$ cat config.mk
export PLATFORM = sky130hd
export DESIGN_NAME = demux_stripe_ctrl
export DESIGN_NICKNAME = d
export VERILOG_FILES = /design/src/rtl/demux_stripe_ctrl.sv
export SDC_FILE = /design/constraint.sdc
export NUM_CORES = 1
export LEC_CHECK = 0
export ABC_AREA = 1
export BUFFER_PORTS_ARGS = -buffer_cell sky130_fd_sc_hd__buf_2
export CORE_ASPECT_RATIO = 1.4
export CORE_UTILIZATION = 40
export CTS_BUF_LIST = sky130_fd_sc_hd__clkbuf_2
export DETAILED_ROUTE_END_ITERATION = 8
export PLACE_DENSITY = 0.66
export SKIP_CTS_REPAIR_TIMING = 1
export SYNTH_ARGS = -nofsm -noshare
export SYNTH_HDL_FRONTEND = slang
export SYNTH_SLANG_ARGS = --single-unit
$ cat constraint.sdc
create_clock -name clk -period 3.1 [get_ports clk]
set_clock_uncertainty 0.15 [all_clocks]
set_input_delay 0 -clock clk [delete_from_list [all_inputs] [get_ports clk]]
set_output_delay 0 -clock clk [all_outputs]
set_load 0.02 [all_outputs]
$ cat src/rtl/demux_stripe_ctrl.sv
// demux_stripe_ctrl
// Distributes an incoming byte stream round-robin across 1, 2 or 4 output
// lanes. Each lane has its own registered data/valid pair. A per-lane
// backpressure vector stalls the stream when the target lane is full.
// Lane-count changes take effect only at a stripe boundary, so a stripe
// that has already started is never split across two configurations.

module demux_stripe_ctrl #(
    parameter int DATA_W = 8
) (
    input  logic              clk,
    input  logic              reset,
    input  logic              valid_in,
    input  logic [DATA_W-1:0] data_in,
    input  logic [1:0]        lane_mode,
    input  logic [3:0]        lane_full,
    output logic              ready_out,
    output logic [DATA_W-1:0] data_out0,
    output logic [DATA_W-1:0] data_out1,
    output logic [DATA_W-1:0] data_out2,
    output logic [DATA_W-1:0] data_out3,
    output logic              valid_out0,
    output logic              valid_out1,
    output logic              valid_out2,
    output logic              valid_out3,
    output logic [1:0]        lane_ptr,
    output logic              stripe_done,
    output logic [7:0]        byte_count,
    output logic              stall,
    output logic              cfg_err
);

    typedef enum logic [1:0] {
        ST_IDLE   = 2'd0,
        ST_ACTIVE = 2'd1,
        ST_STALL  = 2'd2
    } state_t;

    // Index of the last active lane for a stored lane mode.
    // Mode 3 is reserved and behaves like 4 lanes.
    function automatic logic [1:0] last_lane(input logic [1:0] mode);
        logic [1:0] idx;
        case (mode)
            2'd0:    idx = 2'd0;
            2'd1:    idx = 2'd1;
            2'd2:    idx = 2'd3;
            default: idx = 2'd3;
        endcase
        return idx;
    endfunction

    // Registered state
    state_t            state_q;
    state_t            state_d;
    logic [1:0]        cfg_q;
    logic [1:0]        cfg_d;
    logic [1:0]        lane_ptr_q;
    logic [1:0]        lane_ptr_d;
    logic [DATA_W-1:0] data_q [4];
    logic [DATA_W-1:0] data_d [4];
    logic [3:0]        valid_q;
    logic [3:0]        valid_d;
    logic              stripe_done_q;
    logic              stripe_done_d;
    logic [7:0]        byte_count_q;
    logic [7:0]        byte_count_d;
    logic              stall_q;
    logic              stall_d;
    logic              cfg_err_q;
    logic              cfg_err_d;

    // Combinational handshake terms
    logic              lane_blocked_s;
    logic              ready_s;
    logic              accept_s;
    logic              wrap_s;

    // Handshake: the lane under the pointer decides whether the byte can go.
    // The pointer never reaches a lane beyond the active count, so full bits
    // of inactive lanes are never looked at.
    always_comb begin
        lane_blocked_s = lane_full[lane_ptr_q];
        ready_s        = ~reset & ~lane_blocked_s;
        accept_s       = valid_in & ready_s;
        wrap_s         = (lane_ptr_q == last_lane(cfg_q));
    end

    // Next-state computation for pointer, lane registers, counters and FSM
    always_comb begin
        lane_ptr_d    = lane_ptr_q;
        cfg_d         = cfg_q;
        valid_d       = 4'b0000;
        stripe_done_d = 1'b0;
        byte_count_d  = byte_count_q;
        state_d       = ST_IDLE;
        stall_d       = 1'b0;
        cfg_err_d     = cfg_err_q;
        for (int i = 0; i < 4; i++) begin
            data_d[i] = data_q[i];
        end

        // Lane write and pointer advance on accept
        if (accept_s) begin
            for (int i = 0; i < 4; i++) begin
                if (lane_ptr_q == 2'(i)) begin
                    data_d[i]  = data_in;
                    valid_d[i] = 1'b1;
                end else begin
                    data_d[i]  = data_q[i];
                    valid_d[i] = 1'b0;
                end
            end
            if (wrap_s) begin
                lane_ptr_d = 2'd0;
            end else begin
                lane_ptr_d = lane_ptr_q + 2'd1;
            end
            stripe_done_d = wrap_s;
            byte_count_d  = byte_count_q + 8'd1;
        end else begin
            lane_ptr_d    = lane_ptr_q;
            stripe_done_d = 1'b0;
            byte_count_d  = byte_count_q;
        end

        // A new lane count is only picked up at a stripe boundary
        if (lane_ptr_d == 2'd0) begin
            cfg_d = lane_mode;
        end else begin
            cfg_d = cfg_q;
        end

        // Reserved mode seen at any edge latches the error flag
        if (lane_mode == 2'd3) begin
            cfg_err_d = 1'b1;
        end else begin
            cfg_err_d = cfg_err_q;
        end

        // FSM: stall has priority, then active on accept, else idle
        if (valid_in && lane_blocked_s) begin
            state_d = ST_STALL;
        end else if (accept_s) begin
            state_d = ST_ACTIVE;
        end else begin
            state_d = ST_IDLE;
        end

        case (state_d)
            ST_STALL:  stall_d = 1'b1;
            ST_ACTIVE: stall_d = 1'b0;
            ST_IDLE:   stall_d = 1'b0;
            default:   stall_d = 1'b0;
        endcase
    end

    // State registers with synchronous reset; reset drops any partial stripe
    always_ff @(posedge clk) begin
        if (reset) begin
            state_q       <= ST_IDLE;
            cfg_q         <= 2'd2;
            lane_ptr_q    <= 2'd0;
            valid_q       <= 4'b0000;
            stripe_done_q <= 1'b0;
            byte_count_q  <= 8'd0;
            stall_q       <= 1'b0;
            cfg_err_q     <= 1'b0;
            for (int i = 0; i < 4; i++) begin
                data_q[i] <= '0;
            end
        end else begin
            state_q       <= state_d;
            cfg_q         <= cfg_d;
            lane_ptr_q    <= lane_ptr_d;
            valid_q       <= valid_d;
            stripe_done_q <= stripe_done_d;
            byte_count_q  <= byte_count_d;
            stall_q       <= stall_d;
            cfg_err_q     <= cfg_err_d;
            for (int i = 0; i < 4; i++) begin
                data_q[i] <= data_d[i];
            end
        end
    end

    // Output mapping from registers (ready_out is the only combinational output)
    always_comb begin
        ready_out   = ready_s;
        data_out0   = data_q[0];
        data_out1   = data_q[1];
        data_out2   = data_q[2];
        data_out3   = data_q[3];
        valid_out0  = valid_q[0];
        valid_out1  = valid_q[1];
        valid_out2  = valid_q[2];
        valid_out3  = valid_q[3];
        lane_ptr    = lane_ptr_q;
        stripe_done = stripe_done_q;
        byte_count  = byte_count_q;
        stall       = stall_q;
        cfg_err     = cfg_err_q;
    end

endmodule
==> Word level (Yosys, flattened, before mapping) <==
Memory sizes are Yosys's and may differ from the RTL's.
Cells that the tools add are included.
{ "totals": {"ff_bits": 19, "mem_bits_rw": 32, "input_bits": 17, "memories": 1} }
{ "classes": {"n_addsub": 2, "order_cmp": 1, "eq_ne": 7, "n_mux": 24, "bitwise_logic": 9, "n_reduce_logical": 5} }
{ "memory_table": {"columns": ["memory", "depth", "word_bits", "rd", "rd_ports_with_merged_regs", "write_ports", "line_no", "rtl"], "rows": [
  ["data_q", 4, 8, 4, 0, 4, "59", "logic [DATA_W-1:0] data_q [4];"]
]} }
{ "ops": {"columns": ["op", "n"], "rows": [
  ["$mux W8", 8],
  ["$mux W32", 1],
  ["$mux W1", 10],
  ["$add A8 B1 Y8 const B", 1],
  ["$eq A2 B2 Y1 const B", 4],
  ["$logic_not A2 Y1", 3],
  ["$mux W2", 3],
  ["$eq A2 B1 Y1 const B", 2],
  ["$or A1 B1 Y1", 4],
  ["$pmux W2 S2", 1],
  ["$lt A2 B3 Y1 const B", 1],
  ["$not A1 Y1", 3],
  ["$add A2 B1 Y2 const B", 1],
  ["$and A1 B1 Y1", 2],
  ["$bmux W1 S2", 1],
  ["$eq A2 B2 Y1", 1],
  ["$reduce_or A2 Y1", 1],
  ["$logic_and A1 B1 Y1", 1]
]} }

==> Longest topological paths before layout <==
Gate-level depths: netlist of the first run.
{ "logic_depth": {"ltp_word": 9, "mapped_depth": 10, "mapped_depth_nobuf": 10} }

==> Worst setup path before layout of the first run <==
Ideal clock, no wire load.
{ "synth_timing": {"path_type": "register to register", "from": "register lane_ptr_q[0], in the netlist lane_ptr[0]", "to": "register cfg_q[0]", "setup_time_ps": 113, "arrival_ps": 1440, "t_required_ps": 2837, "slack_ps": 1397, "stages_incl_launch_ff": 11, "n_path_buf": 1, "path_cell_list": "dfxtp_1 inv_2 nand2_1 nand3_2 nand2_4 nand2_4 buf_6 o21ai_1 nor2_1 nor2_1 nor2_1"} }
{ "synth_via": {"elab_chain_len": 7} }
{ "synth_rtl": {"columns": ["item", "line_no", "rtl"], "rows": [
  ["start, declared", "57", "logic [1:0] lane_ptr_q;"],
  ["start signal, assigned", "174", "lane_ptr_q <= lane_ptr_d;"],
  ["$bmux W1 S2", "82", "lane_blocked_s = lane_full[lane_ptr_q];"],
  ["$mux W1 (implied by the code)", "82", null],
  ["$not A1 Y1", "83", "ready_s = ~reset & ~lane_blocked_s;"],
  ["$and A1 B1 Y1", "83", null],
  ["$and A1 B1 Y1", "84", "accept_s = valid_in & ready_s;"],
  ["$mux W2 (*)", "103", "if (accept_s) begin"],
  ["$logic_not A2 Y1 (*)", "127", "if (lane_ptr_d == 2'd0) begin"],
  ["end signal, assigned", "173", "cfg_q <= cfg_d;"],
  ["end, declared", "55", "logic [1:0] cfg_q;"]
]} }
Every way passes the cells marked *; elsewhere a longest branch is shown, timed or not. The select of a mux whose other input is x is not followed.
A chain may end at the register's enable or synchronous reset.

==> results.sh, run 1 <==
export IMPL_p_int_w=0.000943
export IMPL_violations="negative hold slack"
export IMPL_p_total_w=0.00126
export IMPL_syn_inst=261
export IMPL_yosysSeqAreaShare=0.504
export IMPL_fin_nets=372
export IMPL_cts_root_buf="clkbuf_2"
export IMPL_power_switching_w=0.000313
export IMPL_final_cell_mix="92 x nand2_1, 66 x buf_2, 51 x dfxtp_1"
export IMPL_wirelength_um=4920
export IMPL_ant_nets=0
export IMPL_numPortBuffers=66
export IMPL_via_count=1945
export IMPL_yosysUniqueCellTypes=21
export IMPL_syn_nets=283
export IMPL_maxCapViolCount=0
export IMPL_critPathRequiredTime_ps=3360
export IMPL_htreeDepth=2
export IMPL_grt_max_degree=39
export IMPL_drt_iter0_drc=94
export IMPL_timing_rr_end="data_q[2][2]$_SDFFE_PP0P_"
export IMPL_worst_pin_slew_ps=393
export IMPL_synthArstFlopShare=0
export IMPL_critPathTopFamily="buffers and inverters"
export IMPL_routed_via_density=4.69
export IMPL_power_frac_seq=0.543
export IMPL_wl_per_cell_um=11.9
export IMPL_path_clk_slew_ps=270
export IMPL_floorplan_die_area_um2=5350
export IMPL_path_cells="inv_2 > nand2_1 > nand3_2 > dlygate4sd3_1 > nand2_4 > nand2_4 > inv_6 > nand2_4 > clkinv_2 > nand2_1 > a21oi_1 > dlygate4sd3_1"
export IMPL_syn2layout_area_growth_pct=33.8
export IMPL_holdPathStages=6
export IMPL_hold_viol_final=3
export IMPL_drive_gt1_frac=0.259
export IMPL_hold_path_class="input port to flip-flop"
export IMPL_finalSetupViolCount=0
export IMPL_grt_total_usage=0.188
export IMPL_peakVddDrop_mv=0.344
export IMPL_dp_hpwl_um=3500
export IMPL_fp_row_count=30
export IMPL_core_area_um2=4840
export IMPL_slew_headroom=0.738
export IMPL_pre_cts_ws_ps=1230
export IMPL_cts_tree="built"
export IMPL_place_area_um2=2420
export IMPL_clkSinkCount=51
export IMPL_syn_area_per_cell_um2=7.76
export IMPL_syn_area_um2=2020
export IMPL_die_w_um=62.1
export IMPL_synthFlopType="dfxtp_1"
export IMPL_status="finished with violations"
export IMPL_seqCellArea_um2=1020
export IMPL_insertion_delay_ps=430
export IMPL_grt_pass1_wl_um=8030
export IMPL_synth_seq_cells=51
export IMPL_worstReg2RegStart="lane_ptr[0]$_SDFF_PP0_"
export IMPL_rsz0062_at_grt="false"
export IMPL_cts_inserted_buffers=5
export IMPL_max_clock_freq_mhz=344
export IMPL_setup_ws_ps=195
export IMPL_critPathLaunchType="flip-flop"
export IMPL_diodes=0
export IMPL_holdWs_ps=-15.5
export IMPL_cp_slowest_stage_delay_ps=600
export IMPL_period_share=0.937
export IMPL_dr_pass1_iters=4
export IMPL_multi_input_area_um2=885
export IMPL_first_global_vias=1733
export IMPL_synth_edf_count=0
export IMPL_antenna_found_initial=0
export IMPL_overflow=0
export IMPL_r2r_slack_ps=190
export IMPL_crit_type="flip-flop to flip-flop"
export IMPL_cp_slowest_cell="dlygate4sd3_1"
export IMPL_drc=0
export IMPL_n_fill_cell=490
export IMPL_cp_num_cells=12
export IMPL_path_max_fanout=16
export IMPL_dieHeight_um=86.2
export IMPL_comb_power_share=0.113
export IMPL_final_setup_tns_ps=0
export IMPL_worst_setup_path_end_kind="flip-flop"
export IMPL_period_needed_ps=2910
export IMPL_critPathArrivalTime_ps=3160
export IMPL_whs_endpoint="byte_count[0]$_SDFFE_PP0P_"
export IMPL_fin_area_um2=2710
export IMPL_crit_top_cell="nand2_4"
export IMPL_io_pins=67
export IMPL_final_common_cell="nand2_1"
export IMPL_power_density_nw_per_um2=464
export IMPL_cp_num_buf_inv=5
export IMPL_r2r_cells=12
export IMPL_gp_congestion=0.806
export IMPL_p_clk_frac=0.344
export IMPL_clk_path_buf_depth=2
export IMPL_worstHoldStart="lane_full[1]"
export IMPL_p_sw_frac=0.249
export IMPL_start_util=0.418
export IMPL_ys_warn_count=0
export IMPL_slew_violations=0
export IMPL_p_leak_nw=1.29
==> routing by layer <==
metal	share of wire	up-vias	global-route usage
li1	-	1010	-
met1	0.44	867	0.232
met2	0.49	63	0.318
met3	0.062	5	0.0500
met4	0.011	0	0.0634
met5	0	-	0
==> sequential cells by signal (all words and copies together) (netlist names) <==
signal and flops:
cfg_q 2, stall 1, lane_ptr 2, stripe_done 1, cfg_err 1, byte_count 8, data_q 32, valid_q 4
==> power by group through the flow <==
stage	registers [W]	logic [W]	clock network, W
after global placement	0.000694	0.000123	0
after CTS	0.000683	0.000124	0.000443
after global routing	0.000686	0.000156	0.000471
final	0.000682	0.000141	0.000432
after floorplan	0.000707	0.0000666	0
after detailed placement	0.000694	0.000123	0
==> how the worst max path moves through the flow <==
stage                           start                         to
5_1_grt        lane_ptr[0]$_SDFF_PP0_  data_q[2][2]$_SDFFE_PP0P_
4_1_cts        lane_ptr[1]$_SDFF_PP0_  data_q[3][2]$_SDFFE_PP0P_
3_3_place_gp   lane_ptr[1]$_SDFF_PP0_  data_q[3][1]$_SDFFE_PP0P_
2_1_floorplan  lane_ptr[0]$_SDFF_PP0_      cfg_q[0]$_SDFFE_PP0N_
3_5_place_dp   lane_ptr[1]$_SDFF_PP0_  data_q[3][7]$_SDFFE_PP0P_
6_report       lane_ptr[0]$_SDFF_PP0_  data_q[2][2]$_SDFFE_PP0P_
==> area by class of cell <==
class,instances,share of cell area
inverters,22,0.0342
repair buffers,87,0.199
clock inverters,3,0.0249
multi-input cells,183,0.327
flip-flops and latches,51,0.377
well taps,64,0.0296
clock buffers,5,0.00924
==> metrics by stage <==
step	util	cells	hold WS, ps
after global placement	0.499	387	78.5
after floorplan	-	261	-36.8
final	0.559	415	-15.5
after CTS	0.518	395	-396
after global routing	0.559	415	14.9
after detailed placement	0.499	387	87.3
==> cells in the mapped netlist (2+ instances only) <==
cell type,number,area share
nand3_2,2,0.0099
nor3_1,4,0.0099
o21ai_1,2,0.0049
clkinv_2,4,0.0099
nor2_1,15,0.028
ha_1,5,0.031
inv_1,15,0.028
nand3_1,5,0.012
o21ai_0,8,0.020
nand2_4,6,0.033
a21oi_1,41,0.10
clkbuf_1,4,0.0074
dfxtp_1,51,0.50
nand2_1,92,0.17
==> worst reg2reg max path, delay by kind of cell, from the launching register on <==
kind / cells / cell delay (ps)
AO/OA/AOI/OAI: 1 / 110
buffers and inverters: 5 / 1550
flip-flops: 1 / 550
AND/OR/NAND/NOR: 6 / 530
==> cell families after synthesis <==
group,count (synthesis),share of synthesized area
and+or+nand+nor,125,0.272
AOI/OAI and AO/OA,53,0.134
DFF,51,0.504
buffers and inverters,27,0.0587
adders and majority gates,5,0.0309
No activity file was read; power rests on OpenSTA's default activity.
==> run 2, diff against run 1 <==
==> constraint.sdc (replaced) <==
create_clock -name clk -period 3.5 [get_ports clk]
set_clock_uncertainty 0.15 [all_clocks]
set_input_delay 0 -clock clk [delete_from_list [all_inputs] [get_ports clk]]
set_output_delay 0 -clock clk [all_outputs]
set_load 0.02 [all_outputs]
==> run 2 against run 1 <==
Effect of this change: the flow now finishes without violations; first-iteration DRC count decreased by 22%; maximum frequency decreased by 1.7%; sequential share of layout area increased by 0.82 points; critical endpoint is now data_q[3][3]$_SDFFE_PP0P_; total power decreased by 23%; die area unchanged; critical path depth decreased by 1; register-to-register slack improved by 350 ps; hold slack improved by 190 ps; combinational power decreased by 11%; via count decreased by 1.1%; core utilization decreased by 1.2 points.
==> results.sh, run 2 (synthesized netlist as in run 1, its figures left out) <==
export IMPL_status="complete, no violations"
export IMPL_path_max_fanout=16
export IMPL_fin_nets=371
export IMPL_period_needed_ps=2950
export IMPL_drc=0
export IMPL_crit_type="flip-flop to flip-flop"
export IMPL_final_common_cell="nand2_1"
export IMPL_htreeDepth=2
export IMPL_dieHeight_um=86.2
export IMPL_power_density_nw_per_um2=365
export IMPL_cts_root_buf="clkbuf_2"
export IMPL_clkSinkCount=51
export IMPL_p_leak_nw=1.26
export IMPL_critPathLaunchType="flip-flop"
export IMPL_final_setup_tns_ps=0
export IMPL_place_area_um2=2420
export IMPL_wl_per_cell_um=11.8
export IMPL_finalSetupViolCount=0
export IMPL_final_cell_mix="92 x nand2_1, 66 x buf_2, 51 x dfxtp_1"
export IMPL_critPathArrivalTime_ps=3170
export IMPL_n_fill_cell=476
export IMPL_first_global_vias=1694
export IMPL_via_count=1923
export IMPL_cp_slowest_stage_delay_ps=600
export IMPL_max_clock_freq_mhz=338
export IMPL_antenna_found_initial=0
export IMPL_path_clk_slew_ps=270
export IMPL_rsz0062_at_grt="false"
export IMPL_start_util=0.418
export IMPL_cts_tree="built"
export IMPL_wirelength_um=4870
export IMPL_worst_pin_slew_ps=405
export IMPL_dp_hpwl_um=3390
export IMPL_cp_slowest_cell="dlygate4sd3_1"
export IMPL_routed_via_density=4.64
export IMPL_dr_pass1_iters=4
export IMPL_dp_cells=387
export IMPL_power_frac_seq=0.625
export IMPL_crit_top_cell="nand2_4"
export IMPL_p_sw_frac=0.285
export IMPL_overflow=0
export IMPL_io_pins=67
export IMPL_slew_violations=0
export IMPL_slew_headroom=0.730
export IMPL_ant_nets=0
export IMPL_drive_gt1_frac=0.257
export IMPL_power_switching_w=0.000276
export IMPL_worstHoldStart="lane_mode[1]"
export IMPL_critPathRequiredTime_ps=3710
export IMPL_worst_setup_path_end_kind="flip-flop"
export IMPL_drt_iter0_drc=73
export IMPL_p_clk_frac=0.246
export IMPL_gp_congestion=0.786
export IMPL_grt_pass1_wl_um=7850
export IMPL_period_share=0.844
export IMPL_hold_path_class="input port to flip-flop"
export IMPL_fp_row_count=30
export IMPL_insertion_delay_ps=410
export IMPL_path_cells="inv_1 > nand3_2 > dlygate4sd3_1 > nand2_4 > nand2_4 > inv_6 > nand2_4 > clkinv_2 > nand2_1 > a21oi_1 > dlygate4sd3_1"
export IMPL_numPortBuffers=66
export IMPL_worstReg2RegStart="lane_ptr[1]$_SDFF_PP0_"
export IMPL_hold_viol_final=0
export IMPL_peakVddDrop_mv=0.295
export IMPL_floorplan_die_area_um2=5350
export IMPL_syn2layout_area_growth_pct=31.0
export IMPL_startpoint="lane_ptr[1]$_SDFF_PP0_"
export IMPL_core_area_um2=4840
export IMPL_fin_area_um2=2650
export IMPL_p_total_w=0.000967
export IMPL_comb_power_share=0.130
export IMPL_fin_cells=414
export IMPL_holdWs_ps=174
export IMPL_grt_max_degree=40
export IMPL_top_register="data_q"
export IMPL_cts_inserted_buffers=5
export IMPL_grt_total_usage=0.183
export IMPL_die_w_um=62.1
export IMPL_p_int_w=0.000691
export IMPL_maxCapViolCount=0
export IMPL_largest_reg_flops=32
export IMPL_diodes=0
export IMPL_clk_path_buf_depth=2
-- run 2: changes by cell type in the layout (fill, tap and decap cells not counted) --
| cell | before | now |
|---|---|---|
| bufinv_16 | 2 | 0 |
| clkinv_1 | 1 | 2 |
| clkinv_4 | 0 | 1 |
| dlygate4sd3_1 | 20 | 19 |
-- run 2: final timing paths --
check             cells after the start  slack, ps                         to
setup reg to reg                     11        550  data_q[3][3]$_SDFFE_PP0P_
hold reg to reg                       2        330  data_q[2][2]$_SDFFE_PP0P_
hold / removal                        4        170      cfg_q[1]$_SDFFE_PP1N_
setup / recovery                     11        550  data_q[3][3]$_SDFFE_PP0P_
-- run 2: metal layers --
layer | vias up | global-route usage | part of all wire
met4 | 0 | 0.0634 | 0.013
met1 | 859 | 0.229 | 0.44
met3 | 5 | 0.0474 | 0.060
li1 | 1005 | - | -
met5 | - | 0 | 0
met2 | 54 | 0.307 | 0.49
-- run 2: cell type report --
type	count	area [um2]	share of cell area
clock buffers	5	25.0	0.00944
clock inverters	3	20.0	0.00755
inverters	22	92.6	0.0349
multi-input cells	183	885	0.334
flip-flops and latches	51	1020	0.385
well taps	64	80.1	0.0302
repair buffers	86	528	0.199
-- run 2: through the flow --
step                      worst slack, ps   util
after floorplan                      1800      -
after global placement               1670  0.499
after detailed placement             1660  0.499
after CTS                            1630  0.508
after global routing                  356  0.548
final                                 545  0.548
-- run 2: critical path, delay by kind of cell, from the launching register on --
kind	cells	cell delay (ps)
simple gates	5	570
buf+inv	5	1580
compound gates	1	60
flops	1	540
-- run 2: power groups by stage --
stage                     clock [W]  combinational [W]  sequential (W)
after floorplan                   0          0.0000590        0.000626
after detailed placement          0           0.000109        0.000615
after CTS                  0.000247           0.000110        0.000604
after global placement            0           0.000109        0.000615
final                      0.000237           0.000125        0.000604
after global routing       0.000265           0.000138        0.000606
==> run 3, diff against run 2 <==
--- a/config.mk
+++ b/config.mk
@@ -5,13 +5,13 @@
 export SDC_FILE = /design/constraint.sdc
 export NUM_CORES = 1
 export LEC_CHECK = 0
-export ABC_AREA = 1
+export ABC_AREA = 0
 export BUFFER_PORTS_ARGS = -buffer_cell sky130_fd_sc_hd__buf_2
 export CORE_ASPECT_RATIO = 1.4
 export CORE_UTILIZATION = 40
 export CTS_BUF_LIST = sky130_fd_sc_hd__clkbuf_2
 export DETAILED_ROUTE_END_ITERATION = 8
-export PLACE_DENSITY = 0.66
+export PLACE_DENSITY = 0.65
 export SKIP_CTS_REPAIR_TIMING = 1
 export SYNTH_ARGS = -nofsm -noshare
 export SYNTH_HDL_FRONTEND = slang
==> constraint.sdc (replaced) <==
create_clock -name clk -period 2.8 [get_ports clk]
set_clock_uncertainty 0.15 [all_clocks]
set_input_delay 0 -clock clk [delete_from_list [all_inputs] [get_ports clk]]
set_output_delay 0 -clock clk [all_outputs]
set_load 0.02 [all_outputs]
==> run 3 against run 2 <==
Effect of this change: sequential power up 25%; count of clock-buffer cells in the layout unchanged; critical path depth down 6; core utilization down 1.3 points; clock power up 26%; register-to-register slack worse by 310 ps; via count up 5.7%; wire length up 9.2%; synthesized cell count down 6.9%; critical endpoint is now stall$_SDFF_PP0_.
==> results.sh, run 3 <==
export IMPL_yosysSeqAreaShare=0.487
export IMPL_io_pins=67
export IMPL_maxCapViolCount=0
export IMPL_yosysMostFrequentCell="dfxtp_1"
export IMPL_final_cell_mix="66 x buf_2, 51 x dfxtp_1, 42 x a21oi_1"
export IMPL_dr_pass1_iters=4
export IMPL_hold_viol_final=0
export IMPL_syn2layout_area_growth_pct=26.3
export IMPL_worstHoldStart="lane_full[3]"
export IMPL_cts_inserted_buffers=5
export IMPL_ant_nets=0
export IMPL_slew_violations=0
export IMPL_r2r_slack_ps=230
export IMPL_top_register="data_q"
export IMPL_r2r_cells=5
export IMPL_syn_inst=243
export IMPL_timing_rr_end="stall$_SDFF_PP0_"
export IMPL_syn_nets=265
export IMPL_start_util=0.423
export IMPL_dieHeight_um=87.6
export IMPL_synthFlopType="dfxtp_1"
export IMPL_drt_iter0_drc=147
export IMPL_status="complete, no violations"
export IMPL_synth_seq_cells=51
export IMPL_slew_headroom=0.588
export IMPL_fp_row_count=30
export IMPL_insertion_delay_ps=430
export IMPL_period_needed_ps=2570
export IMPL_rsz0062_at_grt="false"
export IMPL_path_clk_slew_ps=240
export IMPL_holdPathStages=4
export IMPL_gp_congestion=0.822
export IMPL_synth_edf_count=0
export IMPL_fin_area_um2=2650
export IMPL_crit_type="flip-flop to flip-flop"
export IMPL_whs_endpoint="stripe_done$_SDFF_PP0_"
export IMPL_grt_pass1_wl_um=8160
export IMPL_drive_gt1_frac=0.248
export IMPL_wirelength_um=5320
export IMPL_numPortBuffers=66
export IMPL_cts_tree="built"
export IMPL_finalSetupViolCount=0
export IMPL_synth_common_cells="51 x dfxtp_1, 42 x a21oi_1, 35 x nand3_1, 34 x o21ai_0, 11 x nor2_1"
export IMPL_dp_cells=357
export IMPL_synthArstFlopShare=0
export IMPL_synth_largest_area_cell="dfxtp_1"
export IMPL_die_w_um=63.2
export IMPL_fin_cells=382
export IMPL_worstReg2RegStart="lane_ptr[1]$_SDFF_PP0_"
export IMPL_critPathLaunchType="flip-flop"
export IMPL_synth_area_leaders="dfxtp_1 49%, a21oi_1 10%, nand3_1 8.4%"
export IMPL_ys_warn_count=0
export IMPL_worst_setup_path_end_kind="flip-flop"
export IMPL_cts_root_buf="clkbuf_2"
export IMPL_pre_cts_ws_ps=565
export IMPL_max_clock_freq_mhz=389
export IMPL_syn_area_um2=2100
export IMPL_overflow=0
export IMPL_first_global_vias=1656
export IMPL_clk_path_buf_depth=2
export IMPL_yosysTopAreaCellShare=0.487
export IMPL_final_setup_tns_ps=0
export IMPL_critPathRequiredTime_ps=3000
export IMPL_dp_hpwl_um=3390
export IMPL_yosysUniqueCellTypes=33
export IMPL_core_area_um2=4950
export IMPL_largest_reg_flops=32
export IMPL_drc=0
export IMPL_period_share=0.918
export IMPL_wl_per_cell_um=13.9
export IMPL_htreeDepth=2
export IMPL_place_area_um2=2430
export IMPL_p_leak_nw=1.13
export IMPL_floorplan_die_area_um2=5540
export IMPL_diodes=0
export IMPL_via_count=2033
export IMPL_peakVddDrop_mv=0.234
export IMPL_critPathArrivalTime_ps=2770
export IMPL_setup_ws_ps=231
export IMPL_hold_path_class="input port to flip-flop"
export IMPL_routed_via_density=5.32
export IMPL_fin_nets=339
export IMPL_worst_pin_slew_ps=619
export IMPL_grt_max_degree=48
export IMPL_power_density_nw_per_um2=455
export IMPL_final_common_cell="buf_2"
export IMPL_grt_total_usage=0.187
export IMPL_antenna_found_initial=0
export IMPL_clkSinkCount=51
export IMPL_path_max_fanout=10
export IMPL_syn_area_per_cell_um2=8.62
run 3: cell types whose count changed in the layout (fill, tap and decap cells not counted), moves of 6 or more:
| cell | delta |
|---|---|
| nand2_1 | -85 |
| o21ai_0 | +26 |
| nand2_4 | -6 |
| inv_1 | -8 |
| nand3_1 | +30 |
run 3: routing by layer:
metal  GRT usage  part of all wire  wire length (um)
met1       0.248              0.44              2320
met2       0.298              0.50              2660
met3      0.0339             0.054               287
met4      0.0764             0.010                55
met5           0                 0                 0
run 3: worst max-delay path by stage:
stage                                 to                   start  slack (ps)  cells after the start
2_1_floorplan      cfg_q[0]$_SDFFE_PP0N_  lane_ptr[0]$_SDFF_PP0_         870                      6
3_3_place_gp   data_q[3][4]$_SDFFE_PP0P_  lane_ptr[1]$_SDFF_PP0_         660                      5
3_5_place_dp   data_q[1][7]$_SDFFE_PP0P_  lane_ptr[1]$_SDFF_PP0_         570                      5
4_1_cts        data_q[2][3]$_SDFFE_PP0P_  lane_ptr[1]$_SDFF_PP0_         550                      5
5_1_grt                 stall$_SDFF_PP0_  lane_ptr[1]$_SDFF_PP0_         110                      5
6_report                stall$_SDFF_PP0_  lane_ptr[1]$_SDFF_PP0_         230                      5
run 3: kinds of logic after synthesis:
group	Yosys count	share of synthesized area
compound gates	84	0.211
flops	51	0.487
fa+ha+maj	5	0.0299
xor+xnor	2	0.00836
mux	6	0.0364
simple gates	69	0.168
buf+inv	26	0.0585
run 3: critical path, cell delays in order, from the launching register on:
cell and delay [ps]:
dfxtp_1 640, mux2i_2 320, dlygate4sd3_1 600, mux2i_1 90, and3b_1 170, dlygate4sd3_1 540
run 3: where the power goes:
group | switching [W] | internal [W]
sequential | 0.0000101 | 0.000742
combinational | 0.0000930 | 0.0000602
clock | 0.000239 | 0.0000601
run 3: metrics by stage:
stage / power [W] / util / hold WS, ps
after floorplan: 0.000852 / - / -9.39
after global placement: 0.000898 / 0.491 / 93.3
after detailed placement: 0.000899 / 0.491 / 103
after global routing: 0.00126 / 0.534 / 107
final: 0.00121 / 0.534 / 93.6
after CTS: 0.00120 / 0.500 / -377
run 3: cell type report:
class                      instances  area, um2
fill                             506       2310
sequential                        51       1020
multi-input combinational        166        952
timing repair buffer              86        523
tap                               64       80.1
inverter                           7       26.3
clock buffer                       5       25.0
clock inverter                     3       20.0
